`src/rtl/rca16_multiword_seq.sv`:
```
// rca16_multiword_seq
//   Performs (16*WORDS)-bit add or subtract by reusing a single 16-bit
//   ripple-carry adder slice once per cycle. Words are processed from the
//   least significant upward, and the carry is chained through a register.
//
// Ports
//   clk    : clock; all state updates on the rising edge
//   rst    : synchronous, active-high reset; abandons any operation in flight
//   start  : request pulse; accepted only while idle
//   sub    : 0 = a + b + cin, 1 = a - b (cin ignored)
//   a, b   : operands, latched together with start
//   cin    : carry-in for add mode, latched together with start
//   busy   : high while the word iteration is running
//   done   : one-cycle pulse when sum/cout/ovf hold a new result
//   sum    : registered full-width result
//   cout   : carry out of the most significant word (sub: 1 = no borrow)
//   ovf    : two's-complement overflow of the full-width result
module rca16_multiword_seq #(
  parameter int WORDS = 4
) (
  input  logic                  clk,
  input  logic                  rst,
  input  logic                  start,
  input  logic                  sub,
  input  logic [16*WORDS-1:0]   a,
  input  logic [16*WORDS-1:0]   b,
  input  logic                  cin,
  output logic                  busy,
  output logic                  done,
  output logic [16*WORDS-1:0]   sum,
  output logic                  cout,
  output logic                  ovf
);

  localparam int W     = 16 * WORDS;
  localparam int IDX_W = $clog2(WORDS);

  typedef enum logic [1:0] {
    S_IDLE = 2'd0,
    S_RUN  = 2'd1,
    S_FIN  = 2'd2
  } state_t;

  state_t             r_state;
  logic [W-1:0]       r_a;
  logic [W-1:0]       r_b;
  logic [W-1:0]       r_acc;
  logic [IDX_W-1:0]   r_idx;
  logic               r_carry;
  logic               r_c_msb;

  logic [15:0]        w_a_word;
  logic [15:0]        w_b_word;
  logic [15:0]        w_slice;
  logic [16:0]        w_c;
  logic               w_last;

  // Operand word selection: idx*16 formed by concatenation.
  assign w_a_word = r_a[{r_idx, 4'b0000} +: 16];
  assign w_b_word = r_b[{r_idx, 4'b0000} +: 16];
  assign w_last   = (r_idx == IDX_W'(WORDS - 1));

  // Combinational 16-bit ripple-carry slice; w_c[15] is the carry into the
  // slice MSB and w_c[16] the carry out, both needed for overflow.
  always_comb begin
    w_slice = '0;
    w_c     = '0;
    w_c[0]  = r_carry;
    for (int i = 0; i < 16; i++) begin
      w_slice[i] = w_a_word[i] ^ w_b_word[i] ^ w_c[i];
      w_c[i+1]   = (w_a_word[i] & w_b_word[i]) |
                   (w_c[i] & (w_a_word[i] ^ w_b_word[i]));
    end
  end

  always_ff @(posedge clk) begin
    if (rst) begin
      r_state <= S_IDLE;
      r_a     <= '0;
      r_b     <= '0;
      r_acc   <= '0;
      r_idx   <= '0;
      r_carry <= 1'b0;
      r_c_msb <= 1'b0;
      busy    <= 1'b0;
      done    <= 1'b0;
      sum     <= '0;
      cout    <= 1'b0;
      ovf     <= 1'b0;
    end else begin
      done <= 1'b0;
      case (r_state)
        // Idle: latch operands; subtraction becomes a + ~b + 1.
        S_IDLE: begin
          if (start) begin
            r_a     <= a;
            r_b     <= sub ? ~b : b;
            r_carry <= sub ? 1'b1 : cin;
            r_idx   <= '0;
            busy    <= 1'b1;
            r_state <= S_RUN;
          end
        end
        // Run: one word per cycle, carry chained through r_carry.
        S_RUN: begin
          r_acc[{r_idx, 4'b0000} +: 16] <= w_slice;
          r_carry <= w_c[16];
          if (w_last) begin
            r_c_msb <= w_c[15];
            busy    <= 1'b0;
            r_state <= S_FIN;
          end else begin
            r_idx <= r_idx + 1'b1;
          end
        end
        // Finish: publish result and flags for one done cycle.
        S_FIN: begin
          sum     <= r_acc;
          cout    <= r_carry;
          ovf     <= r_c_msb ^ r_carry;
          done    <= 1'b1;
          r_state <= S_IDLE;
        end
        default: begin
          busy    <= 1'b0;
          r_state <= S_IDLE;
        end
      endcase
    end
  end

endmodule

```
`config.mk`:
```
export PLATFORM = sky130hd
export DESIGN_NAME = rca16_multiword_seq
export DESIGN_NICKNAME = d
export VERILOG_FILES = /design/src/rtl/rca16_multiword_seq.sv
export SDC_FILE = /design/constraint.sdc
export NUM_CORES = 1
export LEC_CHECK = 0
export CAP_MARGIN = 40
export CORE_ASPECT_RATIO = 1.25
export CORE_UTILIZATION = 52
export CTS_CLUSTER_SIZE = 8
export DETAILED_ROUTE_END_ITERATION = 8
export PLACE_DENSITY = 0.79
export SKIP_CTS_REPAIR_TIMING = 1
export SLEW_MARGIN = 20
export SYNTH_ARGS = -nofsm -noshare
export SYNTH_HDL_FRONTEND = slang
export SYNTH_SLANG_ARGS = --single-unit
export TNS_END_PERCENT = 20
```
`constraint.sdc`:
```
create_clock -name clk -period 8.5 [get_ports clk]
set_clock_uncertainty 0.2 [all_clocks]
set_input_delay 0.85 -clock clk [delete_from_list [all_inputs] [get_ports clk]]
set_output_delay 0.85 -clock clk [all_outputs]
set_load 0.005 [all_outputs]
```
# --- Word-level counts from Yosys, hierarchy flattened ---
# Cells that the tools add are included.
totals:
  in_bits: 133
  memories: 0
  wordCells: 130
  mem_bits_rw: 0
  mem_bits_ro: 0
  out_inout_bits: 68
  ff_bits: 266
  latch_bits: 0
classes:
  n_mux: 15
  n_addsub: 2
  bitwise_logic: 83
  n_eq_ne: 6
  n_lt_le_gt_ge: 0
  multipliers: 0
  n_shift: 4
  div_mod_pow: 0
  n_reduce_logical: 8
op_table:
  columns: ["op", "count"]
  rows:
  - ["$shiftx 64x7->16", 2]
  - ["$bwmux 64", 1]
  - ["$mux 64", 1]
  - ["$not 64->64", 1]
  - ["$shift 16x8->64 const A", 1]
  - ["$shiftx 16x8->64", 1]
  - ["$xor 1x1->1", 33]
  - ["$and 1x1->1", 32]
  - ["$or 1x1->1", 16]
  - ["$mux 2", 4]
  - ["$neg 6->8", 1]
  - ["$pmux 2 s2", 2]
  - ["$reduce_and 2->1", 4]
  - ["$ne 2x2->1 const B", 3]
  - ["$reduce_and 3->1", 2]
  - ["$mux 1", 5]
  - ["$eq 2x2->1 const B", 2]
  - ["$pmux 1 s3", 1]
  - ["$add 2x1->2 const B", 1]
  - ["$eq 2x1->1 const B", 1]
  - ["$logic_not 2->1", 1]
  - ["$pmux 1 s2", 1]
  - ["$reduce_bool 2->1", 1]
  - ["$not 1->1", 1]

# --- Depth between registers and ports, before layout ---
# Gate-level depths: netlist of run 1.
logic_depth:
  depth_word: 35
  depth_mapped: 27
  mapped_depth_nobuf: 25

# --- Least setup slack after synthesis of run 1 ---
# Ideal clock, no wire load.
synth_timing:
  path_kind: "register to register"
  start: "reg r_idx[0]"
  end: "reg r_acc[15]"
  n_path_buf: 2
  slack_ns: 1.532
  arrival_ns: 6.650
  required_ns: 8.183
  synth_period_minus_slack_ns: 6.968
  setup_time_ns: 0.117
  path_stages_with_launch: 27
  cell_sequence: "dfxtp_1 -> buf_2 -> buf_2 -> mux4_2 -> inv_1 -> fa_1 -> fa_1 -> fa_1 -> fa_1 -> inv_1 -> fa_1 -> fa_1 -> inv_1 -> fa_1 -> inv_1 -> fa_1 -> fa_1 -> inv_1 -> fa_1 -> fa_1 -> fa_1 -> inv_1 -> fa_1 -> fa_1 -> fa_1 -> fa_1 -> a32o_1"
synth_between:
  elab_chain_cells: 35
  elab_cells_between_ends: 83
  cone_classes: "1 x add/sub; 4 x shift; 1 x mux; 77 x bitwise"
synth_lines:
  columns: ["element", "line_no", "rtl"]
  rows:
  - ["start: declaration", "48", "logic [IDX_W-1:0] r_idx;"]
  - ["start signal: assignment", "113", "r_idx <= r_idx + 1'b1;"]
  - ["$shiftx 64x7->16, on equally long branches", "59, 60", null]
  - ["$xor 1x1->1", "72", "(w_c[i] & (w_a_word[i] ^ w_b_word[i]));"]
  - ["$and 1x1->1", "72", null]
  - ["$or 1x1->1", "71", "w_c[i+1] = (w_a_word[i] & w_b_word[i]) |"]
  - ["$and 1x1->1", "72", null]
  - ["$or 1x1->1", "71", null]
  - ["$and 1x1->1", "72", null]
  - ["$or 1x1->1", "71", null]
  - ["[20 not listed]", null, null]
  - ["$and 1x1->1", "72", null]
  - ["$or 1x1->1", "71", null]
  - ["$and 1x1->1", "72", null]
  - ["$or 1x1->1 (*)", "71", null]
  - ["net w_c[15]", "55", "logic [16:0] w_c;"]
  - ["$xor 1x1->1 (*)", "70", "w_slice[i] = w_a_word[i] ^ w_b_word[i] ^ w_c[i];"]
  - ["$shiftx 16x8->64 (*)", "106", "r_acc[{r_idx, 4'b0000} +: 16] <= w_slice;"]
  - ["$bwmux 64 (*)", "106", null]
  - ["end signal: indexed assignment", "106", null]
  - ["end: declaration", "47", "logic [W-1:0] r_acc;"]
# Mark *: on every way through the listed nets, which the timed path passes. The rest lies on a longest branch.
# A chain may end at the register's enable or synchronous reset.

# --- Final worst setup path of run 1 ---
layout_timing:
  start: "reg r_idx[0]"
  end: "reg r_acc[47]"
# Same word-level chain as after synthesis.

==> results of run 1 <==
==> area by class of cell <==
cell class / count / area, um2 / share of cell area [%]
clock buffers: 41 / 1030 / 7.27
clock inverters: 1 / 8.76 / 0.0621
inverters: 25 / 93.8 / 0.665
multi-input cells: 803 / 5120 / 36.3
flip-flops and latches: 266 / 5330 / 37.7
well taps: 274 / 343 / 2.43
repair buffers: 216 / 2190 / 15.5
==> power by group <==
part           switching, mW  leakage [nW]  internal (mW)
logic                  0.206          2.19          0.171
clock network          0.497         0.509          0.838
registers             0.0360          2.17           1.30
total                  0.739          4.87           2.31
==> layer usage <==
layer	global-route usage [%]	wire length (um)	up-vias	share of wire, %
met1	29.7	10700	4260	38
met4	16.3	1580	0	5.6
met3	3.70	1320	92	4.7
met2	46.0	14300	315	51
li1	-	-	4372	-
met5	0	0	-	0
==> cell families (layout without fill, tap and decap cells) <==
family | after synthesis | in the layout | share of synthesized area, %
adders and majority gates | 22 | 22 | 3.61
xor gates and xnor gates | 65 | 65 | 5.20
buffers and inverters | 127 | 283 | 4.82
AOI/OAI and AO/OA | 265 | 265 | 15.1
muxes | 33 | 33 | 6.67
and+or+nand+nor | 418 | 418 | 16.0
DFF | 266 | 266 | 48.6
==> cells in the final DEF, fill, tap and decap left out, types with 2 or more instances in the layout <==
cell,netlist,final
sky130_fd_sc_hd__buf_12,0,2
sky130_fd_sc_hd__buf_16,0,2
sky130_fd_sc_hd__inv_1,25,25
sky130_fd_sc_hd__o31ai_1,17,17
sky130_fd_sc_hd__clkbuf_16,0,41
sky130_fd_sc_hd__clkdlybuf4s50_1,0,198
sky130_fd_sc_hd__ha_1,6,6
sky130_fd_sc_hd__o21ai_1,8,8
sky130_fd_sc_hd__buf_6,0,3
sky130_fd_sc_hd__nand2_1,276,276
sky130_fd_sc_hd__nand3b_2,2,2
sky130_fd_sc_hd__fa_1,16,16
sky130_fd_sc_hd__o21ai_2,8,8
sky130_fd_sc_hd__dfxtp_2,0,2
sky130_fd_sc_hd__o21ai_0,16,16
sky130_fd_sc_hd__dfxtp_1,266,264
sky130_fd_sc_hd__nor4b_2,2,2
sky130_fd_sc_hd__nand3b_1,3,3
sky130_fd_sc_hd__nor2_1,69,69
sky130_fd_sc_hd__a21oi_1,131,131
sky130_fd_sc_hd__mux4_2,32,32
sky130_fd_sc_hd__a32o_1,16,16
sky130_fd_sc_hd__nand2b_1,5,4
sky130_fd_sc_hd__nand3_1,50,50
sky130_fd_sc_hd__buf_4,0,11
sky130_fd_sc_hd__xnor2_1,65,65
sky130_fd_sc_hd__a211oi_1,65,65
==> synthesized netlist by cell type (all sizes together) (2+ instances only) <==
library cell	instances	area (um2)
inv	25	93.8
dfxtp	266	5330
xnor2	65	569
a211oi	65	488
mux4	32	721
a21oi	131	656
nand2b	5	31.3
fa	16	320
nand3b	5	45.0
or3b	2	17.5
ha	6	75.1
buf	51	241
nor2	69	259
nand3	50	250
nand2	276	1040
a32o	16	160
o21ai	32	190
nor3b	2	20.0
clkbuf	51	193
o31ai	17	128
nor4b	2	30.0
==> critical path: cells and delay by family, from the launching register on <==
family / cells / cell delay, ps
adder cells (fa/ha/maj): 15 / 4730
buffers and inverters: 7 / 900
flip-flops: 1 / 630
multiplexers: 1 / 390
AO/OA/AOI/OAI: 1 / 150
AND/OR/NAND/NOR: 1 / 70
==> registers in the layout, indices dropped and copies added, names as in the netlist <==
register and cells:
r_c_msb 1, r_idx 2, r_state 2, done 1, r_a 64, cout 1, ovf 1, r_carry 1
r_b 64, busy 1, sum 64, r_acc 64
==> how the worst max path moves through the flow <==
stage                                      from                endpoint  slack, ps  cells past startpoint
final                     r_idx[0]$_SDFFE_PP0P_  r_acc[47]$_SDFFE_PP0P_       1300                     25
after floorplan           r_idx[0]$_SDFFE_PP0P_  r_acc[15]$_SDFFE_PP0P_       1530                     26
after detailed placement  r_idx[0]$_SDFFE_PP0P_  r_acc[47]$_SDFFE_PP0P_       1330                     25
after global routing      r_idx[0]$_SDFFE_PP0P_  r_acc[31]$_SDFFE_PP0P_        870                     25
after CTS                 r_idx[0]$_SDFFE_PP0P_  r_acc[47]$_SDFFE_PP0P_       1270                     25
after global placement    r_idx[0]$_SDFFE_PP0P_  r_acc[47]$_SDFFE_PP0P_       1490                     25
==> through the flow <==
| step | setup slack [ps] | area, um2 | util (%) |
|---|---|---|---|
| floorplan | 1530 | 11000 | - |
| global placement | 1490 | 13000 | 62.5 |
| detailed placement | 1330 | 13100 | 62.9 |
| CTS | 1270 | 14100 | 67.9 |
| global route | 869 | 14100 | 68.0 |
| finish | 1300 | 14100 | 68.0 |
==> impl_metrics.toml, run 1 <==
[synth]
ys_seq_elements = 266
synth_warnings = 0
synthesis.instances = 1196
post_synth_num_cell_types = 40
async_reset_ff_share_pct = 0
postSynthNetCount = 1351
synth_edf_count = 0
syn_avg_cell_area_um2 = 9.16
seq_total_area_yosys_pct = 48.6
dominantRegCellSynth = "sky130_fd_sc_hd__dfxtp_1"
syn-cell-area_um2 = 11000

[global_routing]
grt_pass1_vias = 8835
grt_pass1_wl_um = 44100
globalRoute.totalOverflow = 0
grtUsageTotal_pct = 26.0
grt_start_max_net_pins = 114
antenna_found_initial = 0

[critical_path]
endpoint_kind = "register"
regToRegSetupSlack_ps = 1300
reg2regPathDepth = 25
max_stage_delay_ps = 630
r2r-end = "r_acc[47]$_SDFFE_PP0P_"
crit_path_frequent_cell = "sky130_fd_sc_hd__fa_1"
worst_setup_path_start_kind = "register"
crit_fanout = 26
critPathSlowestCell = "sky130_fd_sc_hd__dfxtp_2"
timing_worst_setup_path_type = "register to register"
worst_ep_arrival_time_ps = 7420
worstReg2RegStart = "r_idx[0]$_SDFFE_PP0P_"
required_ps = 8720

[die]
num_rows = 59
fp.dieArea_um2 = 21700
die_height_um = 164
top_level_ports = 201
fp.coreArea_um2 = 20700
start_util_pct = 52.8
die_width_um = 132

[layout]
filler_cell_count = 1558
instances_no_fill = 1626
num-nets-final = 1506
number_of_antenna_diodes = 0
flow.area_growth_from_synthesis_pct = 28.8
share_of_cells_above_drive_strength_1_pct = 8.21

[placement]
gpl.final_weighted_congestion = 0.848
number_of_buffers_inserted_by_port_buffering = 200
dp_hpwl_um = 19400
placedCellCount = 1583

[power_and_ir_drop]
power.leakage_nw = 4.87
cellPowerDensity_nw_per_um2 = 216
power_mw = 3.05
ir_worst_vdd_uv = 136

[clock_network]
cts_buffers = 39
cts_tree = "yes"
clk-insertion-delay-late_ps = 510
clk_root_buf = "sky130_fd_sc_hd__clkbuf_16"
clkSlewWorstSetupHoldPaths_ps = 50
cts_sinks = 266
ctsHtreeMaxLevel = 2
clockBufferDepth = 3

[run_status]
outcome = "finished, final reports clean"

[hold_path]
hold_crit_depth = 2
worst_hold_startpoint = "sum[17]$_SDFFE_PP0P_"
min_delay_worst_endpoint = "sum[17]$_SDFFE_PP0P_"
hold_class = "register to register"

[sta]
slew_viol_final = 0
timing.final.crit_period_ps = 7200
slew-limit-headroom_pct = 43.7
unrepaired_setup_endpoints_after_global_routing = "false"
worst_pin_slew_ps = 843
post-route-period-util_pct = 84.7
timing_hold_violations_final = 0
setup_viol_count_final = 0
setup_tns_ps = 0
holdWs_ps = 250
fmax_mhz = 139

[drt]
first_iter_violations = 624
route.final.wire_length_um = 27900
drtPass1Iterations = 5
route.detailed.wl_per_inst_um = 17.2
routed_via_density = 5.56
final_antenna_net_count = 0
dr_total_vias = 9039
drt_drc_violations_left = 0

[flow_run]
drv.max_cap_violation_count = 0
(Power assumes the default switching activity.)
==> run 2, diff against run 1 <==
==> constraint.sdc (replaced) <==
create_clock -name clk -period 7.4 [get_ports clk]
set_clock_uncertainty 0.2 [all_clocks]
set_input_delay 0.74 -clock clk [delete_from_list [all_inputs] [get_ports clk]]
set_output_delay 0.74 -clock clk [all_outputs]
set_load 0.005 [all_outputs]
==> run 2 against run 1 <==
Cell count up 0.37%. Flip-flop and latch count unchanged. Utilization up 0.13 points. Cell area up 0.20%. Wire length down 0.23%. Worst hold slack better by 1.4 ps. Via count down 0.75%. Global-route usage up 0.12 points.
==> impl_metrics.toml, run 2 (synthesis gave the netlist of run 1 again) <==
[critical_path]
worst_setup_path_start_kind = "register"
crit_fanout = 11
timing_worst_setup_path_type = "register to register"
crit_path_frequent_cell = "sky130_fd_sc_hd__fa_1"
required_ps = 7630
regToRegSetupSlack_ps = 450
reg2regPathDepth = 25
worst_ep_arrival_time_ps = 7180
cp.buffers_inverters = 7
critPathSlowestCell = "sky130_fd_sc_hd__fa_1"
worstReg2RegStart = "r_idx[0]$_SDFFE_PP0P_"
critical-path-top-delay-family = "adder cells"
endpoint_kind = "register"
r2r-end = "r_acc[47]$_SDFFE_PP0P_"
max_stage_delay_ps = 580

[run_status]
outcome = "finished, final reports clean"

[drt]
drtPass1Iterations = 6
first_iter_violations = 547
route.final.wire_length_um = 27900
route.detailed.wl_per_inst_um = 17.1
final_antenna_net_count = 0
routed_via_density = 5.50
dr_total_vias = 8971
drt_drc_violations_left = 0

[layout]
post_route_standard_cell_area_excluding_fillers_um2 = 14100
filler_cell_count = 1610
num-nets-final = 1510
flow.area_growth_from_synthesis_pct = 29.0
share_of_cells_above_drive_strength_1_pct = 8.55
instances_no_fill = 1632
most-common-layout-cells = "276 x sky130_fd_sc_hd__nand2_1, 264 x sky130_fd_sc_hd__dfxtp_1, 198 x sky130_fd_sc_hd__clkdlybuf4s50_1"
commonest_non_fill_non_tap_cell_in_the_layout = "sky130_fd_sc_hd__nand2_1"

[global_routing]
grtUsageTotal_pct = 26.1
antenna_found_initial = 1
grt_pass1_wl_um = 44600
grt_pass1_vias = 8847
globalRoute.totalOverflow = 0
grt_start_max_net_pins = 109

[sta]
timing.final.crit_period_ps = 6950
worst_pin_slew_ps = 820
unrepaired_setup_endpoints_after_global_routing = "false"
post-route-period-util_pct = 94.0
timing_hold_violations_final = 0
slew-limit-headroom_pct = 45.3
slew_viol_final = 0
setup_tns_ps = 0
fmax_mhz = 144
setup_viol_count_final = 0

[clock_network]
cts_sinks = 266
clk_root_buf = "sky130_fd_sc_hd__clkbuf_16"
clockBufferDepth = 3
clk-insertion-delay-late_ps = 520
cts_buffers = 39
clkSlewWorstSetupHoldPaths_ps = 50
ctsHtreeMaxLevel = 2
cts_tree = "yes"

[placement]
placed_cell_area_um2 = 13100
number_of_buffers_inserted_by_port_buffering = 200
dp_hpwl_um = 19500
placedCellCount = 1587
gpl.final_weighted_congestion = 0.846

[power_and_ir_drop]
power.leakage_nw = 4.89
power_mw = 3.50
cellPowerDensity_nw_per_um2 = 248
ir_worst_vdd_uv = 160

[flow_run]
drv.max_cap_violation_count = 0

[die]
top_level_ports = 201
num_rows = 59
die_height_um = 164
die_width_um = 132
fp.dieArea_um2 = 21700
start_util_pct = 52.8
fp.coreArea_um2 = 20700

[hold_path]
min_delay_worst_endpoint = "sum[41]$_SDFFE_PP0P_"
worst_hold_startpoint = "sum[41]$_SDFFE_PP0P_"
hold_crit_depth = 2
hold_class = "register to register"
## run 2: cell types whose count changed in the layout (fill, tap and decap cells not counted)
cell / delta
sky130_fd_sc_hd__inv_6: +1
sky130_fd_sc_hd__clkbuf_16: -1
sky130_fd_sc_hd__buf_12: -1
sky130_fd_sc_hd__clkbuf_4: +1
sky130_fd_sc_hd__buf_6: -2
sky130_fd_sc_hd__diode_2: +1
sky130_fd_sc_hd__buf_8: +2
sky130_fd_sc_hd__clkinv_8: +1
sky130_fd_sc_hd__buf_4: +4
## run 2: how the worst max path moves through the flow
| stage | startpoint | end | slack (ps) | depth (start not counted) |
|---|---|---|---|---|
| after detailed placement | r_idx[0]$_SDFFE_PP0P_ | r_acc[47]$_SDFFE_PP0P_ | 530 | 25 |
| after global routing | r_idx[0]$_SDFFE_PP0P_ | r_carry$_SDFFE_PP0P_ | 110 | 25 |
| final | r_idx[0]$_SDFFE_PP0P_ | r_acc[47]$_SDFFE_PP0P_ | 450 | 25 |
| after global placement | r_idx[0]$_SDFFE_PP0P_ | r_acc[47]$_SDFFE_PP0P_ | 710 | 25 |
| after CTS | r_idx[0]$_SDFFE_PP0P_ | r_acc[47]$_SDFFE_PP0P_ | 500 | 25 |
| after floorplan | r_idx[0]$_SDFFE_PP0P_ | r_acc[15]$_SDFFE_PP0P_ | 430 | 26 |
## run 2: per-layer routing
layer | track usage, % | up-vias | part of all wire [%]
met5 | 0 | - | 0
li1 | - | 4384 | -
met1 | 29.4 | 4198 | 39
met4 | 16.8 | 0 | 5.8
met3 | 4.41 | 95 | 5.1
met2 | 46.1 | 294 | 50
## run 2: cell type report
class	instances	area, um2	area share (%)
clock inverters	3	33.8	0.239
inverters	25	93.8	0.664
flip-flops and latches	266	5330	37.7
well taps	274	343	2.42
clock buffers	40	1000	7.08
repair buffers	220	2220	15.7
diodes	1	2.50	0.0177
multi-input cells	803	5120	36.2
## run 2: tightest hold or removal path, stage by stage, from the launching register on
cell	delay [ps]
sky130_fd_sc_hd__dfxtp_1	300
sky130_fd_sc_hd__nand2_1	50
sky130_fd_sc_hd__a21oi_1	50
## run 2: through the flow
step,hold slack (ps),util [%],worst slack [ps]
CTS,254,68.1,501
global route,264,68.2,106
floorplan,232,-,432
finish,251,68.2,448
global placement,240,62.6,714
detailed placement,245,63.1,525
## run 2: power breakdown
group	internal (mW)	total (mW)	switching, mW
Clock	0.948	1.53	0.584
Sequential	1.50	1.54	0.0379
Combinational	0.197	0.436	0.239
Total	2.64	3.50	0.861
